[config.mk]
export PLATFORM = sky130hd
export DESIGN_NAME = regfile_wb_scheduler
export DESIGN_NICKNAME = d
export VERILOG_FILES = /design/src/rtl/riscv_rf_pkg.sv /design/src/rtl/rr_arbiter.sv /design/src/rtl/regfile_wb_scheduler.sv
export SDC_FILE = /design/constraint.sdc
export NUM_CORES = 1
export LEC_CHECK = 0
export ABC_AREA = 1
export CAP_MARGIN = 0
export CELL_PAD_IN_SITES_DETAIL_PLACEMENT = 1
export CELL_PAD_IN_SITES_GLOBAL_PLACEMENT = 1
export CORE_UTILIZATION = 32
export DETAILED_ROUTE_END_ITERATION = 8
export GPL_TIMING_DRIVEN = 0
export PLACE_DENSITY = 0.86
export SLEW_MARGIN = 25
export SYNTH_ARGS = -nofsm -noshare
export SYNTH_HDL_FRONTEND = slang
export SYNTH_SLANG_ARGS = --single-unit
[constraint.sdc]
create_clock -name clk -period 7.18 [get_ports clk]
set_input_delay 1.436 -clock clk [delete_from_list [all_inputs] [get_ports clk]]
set_output_delay 1.436 -clock clk [all_outputs]
set_load 0.02 [all_outputs]
[src/rtl/riscv_rf_pkg.sv]
// Shared register-file constants and types for the writeback scheduler.
package riscv_rf_pkg;

    localparam int unsigned XLEN      = 32;
    localparam int unsigned REG_IDX_W = 5;
    localparam int unsigned NUM_REGS  = 32;

    typedef logic [REG_IDX_W-1:0] reg_idx_t;
    typedef logic [XLEN-1:0]      xword_t;

endpackage

[src/rtl/rr_arbiter.sv]
// Round-robin arbiter: the search starts at ptr, and ptr moves past the winner on each grant.
module rr_arbiter #(
    parameter int unsigned N = 3
) (
    input  logic                 clk,
    input  logic                 reset,
    input  logic [N-1:0]         req_i,
    output logic [N-1:0]         gnt_o,
    output logic                 gnt_valid_o,
    output logic [$clog2(N)-1:0] gnt_idx_o
);

    localparam int unsigned PtrW = $clog2(N);

    logic [PtrW-1:0] ptr_q, ptr_d;
    int              cand;

    always_comb begin
        gnt_o       = '0;
        gnt_valid_o = 1'b0;
        gnt_idx_o   = '0;
        ptr_d       = ptr_q;
        cand        = 0;
        if (!reset) begin
            for (int k = 0; k < int'(N); k++) begin
                cand = (int'(ptr_q) + k) % int'(N);
                if (!gnt_valid_o && req_i[cand]) begin
                    gnt_valid_o = 1'b1;
                    gnt_o[cand] = 1'b1;
                    gnt_idx_o   = PtrW'(cand);
                    ptr_d       = PtrW'((cand + 1) % int'(N));
                end
            end
        end
    end

    always_ff @(posedge clk) begin
        if (reset) begin
            ptr_q <= '0;
        end else begin
            ptr_q <= ptr_d;
        end
    end

endmodule

[src/rtl/regfile_wb_scheduler.sv]
// Arbitrates writeback sources onto the single regfile write port and tracks per-register
// pending writes so decode can stall RAW/WAW hazards.
module regfile_wb_scheduler
    import riscv_rf_pkg::*;
#(
    parameter int unsigned NUM_WB    = 3,
    parameter int unsigned XLEN      = riscv_rf_pkg::XLEN,
    parameter int unsigned REG_IDX_W = riscv_rf_pkg::REG_IDX_W
) (
    input  logic                          clk,
    input  logic                          reset,
    input  logic [NUM_WB-1:0]             wb_req,
    input  logic [NUM_WB*REG_IDX_W-1:0]   wb_idx,
    input  logic [NUM_WB*XLEN-1:0]        wb_data,
    output logic [NUM_WB-1:0]             wb_gnt,
    output logic                          rf_wr_en,
    output logic [REG_IDX_W-1:0]          rf_wr_idx,
    output logic [XLEN-1:0]               rf_wr_data,
    input  logic                          issue_valid,
    input  logic [REG_IDX_W-1:0]          issue_rd,
    output logic                          issue_ready,
    input  logic [REG_IDX_W-1:0]          rs1_idx,
    input  logic [REG_IDX_W-1:0]          rs2_idx,
    output logic                          rs1_busy,
    output logic                          rs2_busy
);

    localparam int unsigned NumRegs = 1 << REG_IDX_W;
    localparam int unsigned PtrW    = $clog2(NUM_WB);

    logic                 gnt_valid;
    logic [PtrW-1:0]      gnt_idx;
    logic [REG_IDX_W-1:0] sel_idx;
    logic [XLEN-1:0]      sel_data;

    logic                 wr_en_q, wr_en_d;
    logic [REG_IDX_W-1:0] wr_idx_q, wr_idx_d;
    logic [XLEN-1:0]      wr_data_q, wr_data_d;
    logic [NumRegs-1:0]   busy_q, busy_d;
    logic                 issue_fire;

    rr_arbiter #(
        .N (NUM_WB)
    ) u_arb (
        .clk         (clk),
        .reset       (reset),
        .req_i       (wb_req),
        .gnt_o       (wb_gnt),
        .gnt_valid_o (gnt_valid),
        .gnt_idx_o   (gnt_idx)
    );

    always_comb begin
        sel_idx  = wb_idx[int'(gnt_idx)*REG_IDX_W +: REG_IDX_W];
        sel_data = wb_data[int'(gnt_idx)*XLEN +: XLEN];
    end

    // Idle cycles hold index/data so the regfile bus does not toggle needlessly.
    always_comb begin
        wr_en_d   = 1'b0;
        wr_idx_d  = wr_idx_q;
        wr_data_d = wr_data_q;
        if (gnt_valid) begin
            wr_en_d   = (sel_idx != '0);
            wr_idx_d  = sel_idx;
            wr_data_d = sel_data;
        end
    end

    always_ff @(posedge clk) begin
        if (reset) begin
            wr_en_q   <= 1'b0;
            wr_idx_q  <= '0;
            wr_data_q <= '0;
        end else begin
            wr_en_q   <= wr_en_d;
            wr_idx_q  <= wr_idx_d;
            wr_data_q <= wr_data_d;
        end
    end

    assign issue_ready = ~busy_q[issue_rd];
    assign issue_fire  = issue_valid & issue_ready & (issue_rd != '0);

    // Clear applied first so a same-index issue on the commit edge keeps the register busy.
    always_comb begin
        busy_d = busy_q;
        if (wr_en_q) begin
            busy_d[wr_idx_q] = 1'b0;
        end
        if (issue_fire) begin
            busy_d[issue_rd] = 1'b1;
        end
        busy_d[0] = 1'b0;
    end

    always_ff @(posedge clk) begin
        if (reset) begin
            busy_q <= '0;
        end else begin
            busy_q <= busy_d;
        end
    end

    assign rs1_busy   = busy_q[rs1_idx];
    assign rs2_busy   = busy_q[rs2_idx];
    assign rf_wr_en   = wr_en_q;
    assign rf_wr_idx  = wr_idx_q;
    assign rf_wr_data = wr_data_q;

endmodule

# After elaboration in Yosys (flattened, before gate mapping)
# Index checks and enable logic that the tools add are counted.
dict set report op_classes {
  bitwise_logic 9
  div 6
  muxes 46
  n_reduce_logical 13
  n_shift 2
  n_lt_le_gt_ge 12
  multipliers 1
  n_eq_ne 0
  add_sub_neg 5
}
# operator n
set ops {}
lappend ops {{$mod A32 B3 Y32 const B} 5}
lappend ops {{$add A32 B2 Y32 const B} 3}
lappend ops {{$ge A32 B1 Y1 const B} 3}
lappend ops {{$lt A32 B4 Y1 const B} 3}
lappend ops {{$shiftx A96 B8 Y32} 1}
lappend ops {{$mux W32} 2}
lappend ops {{$and A32 B32 Y32} 1}
lappend ops {{$mod A3 B3 Y32 const B} 1}
lappend ops {{$not A32 Y32} 1}
lappend ops {{$or A32 B32 Y32} 1}
lappend ops {{$lt A5 B6 Y1 const B} 4}
lappend ops {{$mux W1} 20}
lappend ops {{$mux W3} 6}
lappend ops {{$bmux W1 S5} 3}
lappend ops {{$shiftx A15 B6 Y5} 1}
lappend ops {{$mux W2} 7}
lappend ops {{$demux W1 S5} 2}
lappend ops {{$ge A5 B1 Y1 const B} 2}
lappend ops {{$reduce_bool A5 Y1} 2}
lappend ops {{$logic_and A1 B1 Y1} 7}
lappend ops {{$bmux W1 S2} 3}
lappend ops {{$demux W1 S2} 3}
lappend ops {{$or A3 B3 Y3} 2}
lappend ops {{$mul A2 B3 Y5 const B} 1}
lappend ops {{other kinds (7)} 10}
dict set report totals {
  elab_cells 100
  reg_bits 72
  n_memories 0
  out_inout_bits 44
  mem_bits_ro 0
  in_bits 132
  ramBits 0
  latch_bits 0
}

# Depth between registers and ports, before layout
dict set report depth {
  depth_word 17
  depth_mapped 45
  ltp_nobuf 45
}

# Cells and area by module
# A second synthesis with hierarchy kept.
dict set report unflattened {
  cells_unflattened 944
  hier_area_um2 5766.8
}
# mod area_per_inst_um2 seq_area_each_um2 n_inst cells_per_inst
set modules_own_cells {}
lappend modules_own_cells {regfile_wb_scheduler 4264.1 1381.3 1 692}
lappend modules_own_cells {rr_arbiter 1502.7 40.0 1 252}

# Worst setup path before layout
# Ideal clock, no wire load.
dict set report synth_timing {
  path_kind {in2reg}
  from {input wb_req[2]}
  to {register u_arb.ptr_q[1]}
  arrival_time_ps 5689
  setup_slack_ps 1382
  setup_time_ps 109
  required_ps 7071
  cell_stages 40
  n_path_buf 0
  path_cell_list {inv_1 o21ai_1 nand2_4 nand2_2 clkinv_1 nand2_1 o21ai_0 o21ai_0 ha_1 inv_1 nand2_1 nand2_2 nand2_2 nand2_1 nand2_1 nand2_2 a21oi_1 nor2_2 [... 4 more ...] inv_1 nand3_1 nand2_1 nand2_1 inv_2 ha_1 inv_1 nand4_4 xor2_1 ha_1 nor2_4 nand2_2 nand2_1 nand2_1 nand3_1 nand3_1 nand2_1 inv_1}
}
dict set report synth_via {
  elab_chain_len 12
  word_cells_on_any_way 20
  classes_between {15 x mux; 5 x reduce/logical}
}
# element line
set synth_rtl {}
lappend synth_rtl {{start: declaration} regfile_wb_scheduler.sv:12} ;# input logic [NUM_WB-1:0] wb_req,
lappend synth_rtl {{$bmux W1 S2} rr_arbiter.sv:27} ;# if (!gnt_valid_o && req_i[cand]) begin
lappend synth_rtl {{$mux W1 (not written as such) (2 in a row)} rr_arbiter.sv:27}
lappend synth_rtl {{$mux W1} rr_arbiter.sv:27}
lappend synth_rtl {{$mux W1} rr_arbiter.sv:24} ;# if (!reset) begin
lappend synth_rtl {{$logic_not A1 Y1} rr_arbiter.sv:27}
lappend synth_rtl {{$logic_and A1 B1 Y1} rr_arbiter.sv:27}
lappend synth_rtl {{$mux W1} rr_arbiter.sv:27}
lappend synth_rtl {{$mux W1} rr_arbiter.sv:24}
lappend synth_rtl {{$logic_not A1 Y1} rr_arbiter.sv:27}
lappend synth_rtl {{$logic_and A1 B1 Y1} rr_arbiter.sv:27}
lappend synth_rtl {{$reduce_bool A3 Y1 (no line) / $mux W2 (equally long branches)} n/a}
lappend synth_rtl {{end signal: assignment} rr_arbiter.sv:41} ;# ptr_q <= ptr_d;
lappend synth_rtl {{end: declaration} rr_arbiter.sv:15} ;# logic [PtrW-1:0] ptr_q, ptr_d;
# Several ways; a longest one is shown, not always the timed one. The select of a mux whose other input is x is not followed.
# A chain may end at the register's enable or synchronous reset.

# Final worst setup path
# Same ends and word-level chain as after synthesis.

==> out/results.tsv <==
stage	metric	value	unit
clocking	cts_sinks	71	
finish	final_nets	1180	
floorplan	num_rows	46	
logic_synthesis	synth_top_area_cell	dfxtp_1	
clocking	numCtsBuffers	9	
pwr	switching_share	0.540	
logic_synthesis	synth_area	5340	um2
global_routing	grt_pass1_wl	36700	um
setup_path	critPathKind	in -> reg	
floorplan	start_util	0.332	
clocking	h-tree-depth	3	
pwr	pwr-share-seq	0.148	
logic_synthesis	yosys-top-cells-area	dfxtp_1 (27%), o21ai_0 (13%), nand2_1 (10%)	
timing	finalMaxSlewViolations	0	
logic_synthesis	ys.flop_type	dfxtp_1	
global_routing	grt-ovfl-total	0	
timing	worst_pin_slew	0.788	ns
setup_path	worstPathArrival	6.84	ns
pwr	p_per_area	477	nW/um2
timing	finalCritPeriodShare	0.920	
logic_synthesis	synth_nets	994	
drt	wl_per_cell	18.3	um
finish	final_core_util	0.476	
pwr	p_total	3.66	mW
pwr	combPwrFrac	0.734	
timing	fin_skew	0.0105	ns
timing	fmax	151	MHz
global_routing	antenna_found_initial	0	
setup_path	max_stage_delay	0.56	ns
floorplan	die_area	17200	um2
pwr	p_sw	1.98	mW
finish	antenna_cells	0	
floorplan	core	16100	um2
drt	dr.first_iter.drc_count	270	
timing	period_needed	6.60	ns
flow_run	maxCapViolations	0	
drt	dr.pass1.iters	5	
setup_path	crit_path_end_kind	register	
setup_path	path_max_fanout	9	
timing	tns	0	ns
timing	max-slew-margin-rel	0.470	
floorplan	die_x	131	um
drt	viasPerCell	5.46	
clocking	clk_pin_slew	0.06	ns
logic_synthesis	synth_edf_count	0	
timing	finalSetupViolations	0	
logic_synthesis	synth_top_cell_area_share	0.266	
status	status	complete, no violations	
pwr	p_int	1.69	mW
clocking	cts_tree	yes	
drt	vias	6841	
pwr	vdd_ir_drop_max	0.374	mV
clocking	clk-insertion-delay-late	0.34	ns
placed_design	dp_hpwl	18000	um
logic_synthesis	ys_ff_latch	71	
setup_path	cp-start-kind	input pin	
floorplan	io-pin-count	176	
global_routing	grt_pass1_vias	7156	
setup_path	cpMostUsedCell	nand2_1	
finish	drive_above_1_share	0.0636	
global_routing	grt_max_degree	14	
setup_path	crit_buf_inv	9	
logic_synthesis	netlist_instances	846	
logic_synthesis	yosys_warnings	0	
drt	drc	0	
logic_synthesis	yosysSeqAreaShare	0.266	
logic_synthesis	postSynthAreaPerCell	6.32	um2
setup_path	required	7.41	ns
drt	ant_nets	0	
worst_hold_path	holdCritPathClass	reg -> reg	
logic_synthesis	ys_async_sr_fraction	0	
clocking	cts_buffer_depth	2	
setup_path	critPathTopFamily	simple AND/OR/NAND/NOR gates	
pwr	leakage	2.97	nW
placed_design	finalWeightedCongestion	0.873	
global_routing	groute.usage.overall	0.265	
placed_design	port_buffers	174	
clocking	cts_root_buffer	clkbuf_16	
finish	syn_to_final_growth	43.6	%
drt	routed_wl	22900	um
floorplan	fp.dieH	131	um
logic_synthesis	yosysUniqueCellTypes	47	
setup_path	critPathSlowestCell	clkdlybuf4s50_1	
pwr	clkPwrFrac	0.118	
timing	final_hold_viol_count	0	
-- cells in the mapped netlist, types with 9 or more instances --
cell type  number
nand2_1       147
o21ai_0       139
a21oi_1       109
nand3_1        80
dfxtp_1        71
inv_1          66
nor2_1         54
clkbuf_1       38
ha_1           16
nand2_2        16
a22oi_1        13
nor3_1         13
o221ai_1        9
-- cell type report --
| cell class | count | area [um2] |
|---|---|---|
| Timing Repair Buffer | 175 | 1750 |
| Fill cell | 2149 | 8440 |
| Clock inverter | 6 | 42.5 |
| Inverter | 74 | 283 |
| Clock buffer | 10 | 239 |
| Sequential cell | 71 | 1420 |
| Buffer | 40 | 158 |
| Multi-Input combinational cell | 661 | 3510 |
| Tap cell | 216 | 270 |
-- metrics by stage --
step	hold WS, ns	cell area [um2]	std cells	setup WS [ns]
5_1_grt	0.490	7670	1253	-0.00217
6_report	0.466	7670	1253	0.575
4_1_cts	0.469	7640	1252	0.203
3_5_place_dp	0.459	7350	1236	-0.0796
3_3_place_gp	0.451	7350	1236	0.120
2_1_floorplan	0.467	5340	846	1.38
-- power by group through the flow --
stage / registers (mW) / clock network (mW) / logic, mW
global route: 0.551 / 0.453 / 3.03
global placement: 0.545 / 0 / 2.57
floorplan: 0.613 / 0 / 1.86
detailed placement: 0.548 / 0 / 2.66
finish: 0.541 / 0.432 / 2.69
CTS: 0.541 / 0.436 / 2.68
-- state kept, by name (all words and copies together) (netlist names) --
register	count
rf_wr_idx	5
u_arb.ptr_q	2
rf_wr_en	1
rf_wr_data	32
busy_q	31
-- repair_timing --
item / in CTS / in global routing
gates resized for setup: 0 / 8
setup buffers: 0 / 1
setup endpoints to repair: 0 / 2
hold buffers: 0 / 0
-- worst paths after layout --
kind | from | endpoint | slack (ns) | cells after the start
setup / recovery | wb_req[2] | u_arb.ptr_q[1] | 0.58 | 41
hold / removal | rf_wr_data[22] | rf_wr_data[22] | 0.47 | 2
setup reg to reg | u_arb.ptr_q[1] | u_arb.ptr_q[1] | 1.09 | 44
hold reg to reg | rf_wr_data[22] | rf_wr_data[22] | 0.47 | 2
-- worst register-to-register path, delay by kind of cell (launching register included) --
kind                       cells  cell delay [ns]
and+or+nand+nor               24             2.27
DFF                            1             0.48
adders and majority gates      5             1.42
AOI/OAI and AO/OA              4             0.72
xor gates and xnor gates       1             0.20
buffers and inverters         10             0.94
-- cell families (layout without fill, tap and decap cells) --
family          count (synthesis)  after routing  share of synthesized area
compound gates                308            308                      0.319
flops                          71             71                      0.266
fa+ha+maj                      16             16                     0.0375
xor+xnor                        4              4                    0.00656
buf+inv                       114            305                     0.0817
simple gates                  333            333                      0.289
-- cells in the final DEF (no fill, tap or decap), types with 14 or more instances in the layout --
master,n
a21oi_1,109
clkbuf_1,38
clkdlybuf4s50_1,174
dfxtp_1,71
ha_1,14
inv_1,66
nand2_1,147
nand2_2,15
nand3_1,80
nor2_1,54
o21ai_0,138
-- per-layer routing --
| metal | vias to the layer above | wire (um) | part of all wire | global-route usage |
|---|---|---|---|---|
| li1 | 3313 | - | - | - |
| met2 | 245 | 11300 | 0.49 | 0.468 |
| met5 | - | 0 | 0 | 0 |
| met4 | 0 | 722 | 0.031 | 0.110 |
| met3 | 50 | 1740 | 0.076 | 0.0683 |
| met1 | 3233 | 9230 | 0.40 | 0.300 |
(Power assumes the default switching activity.)
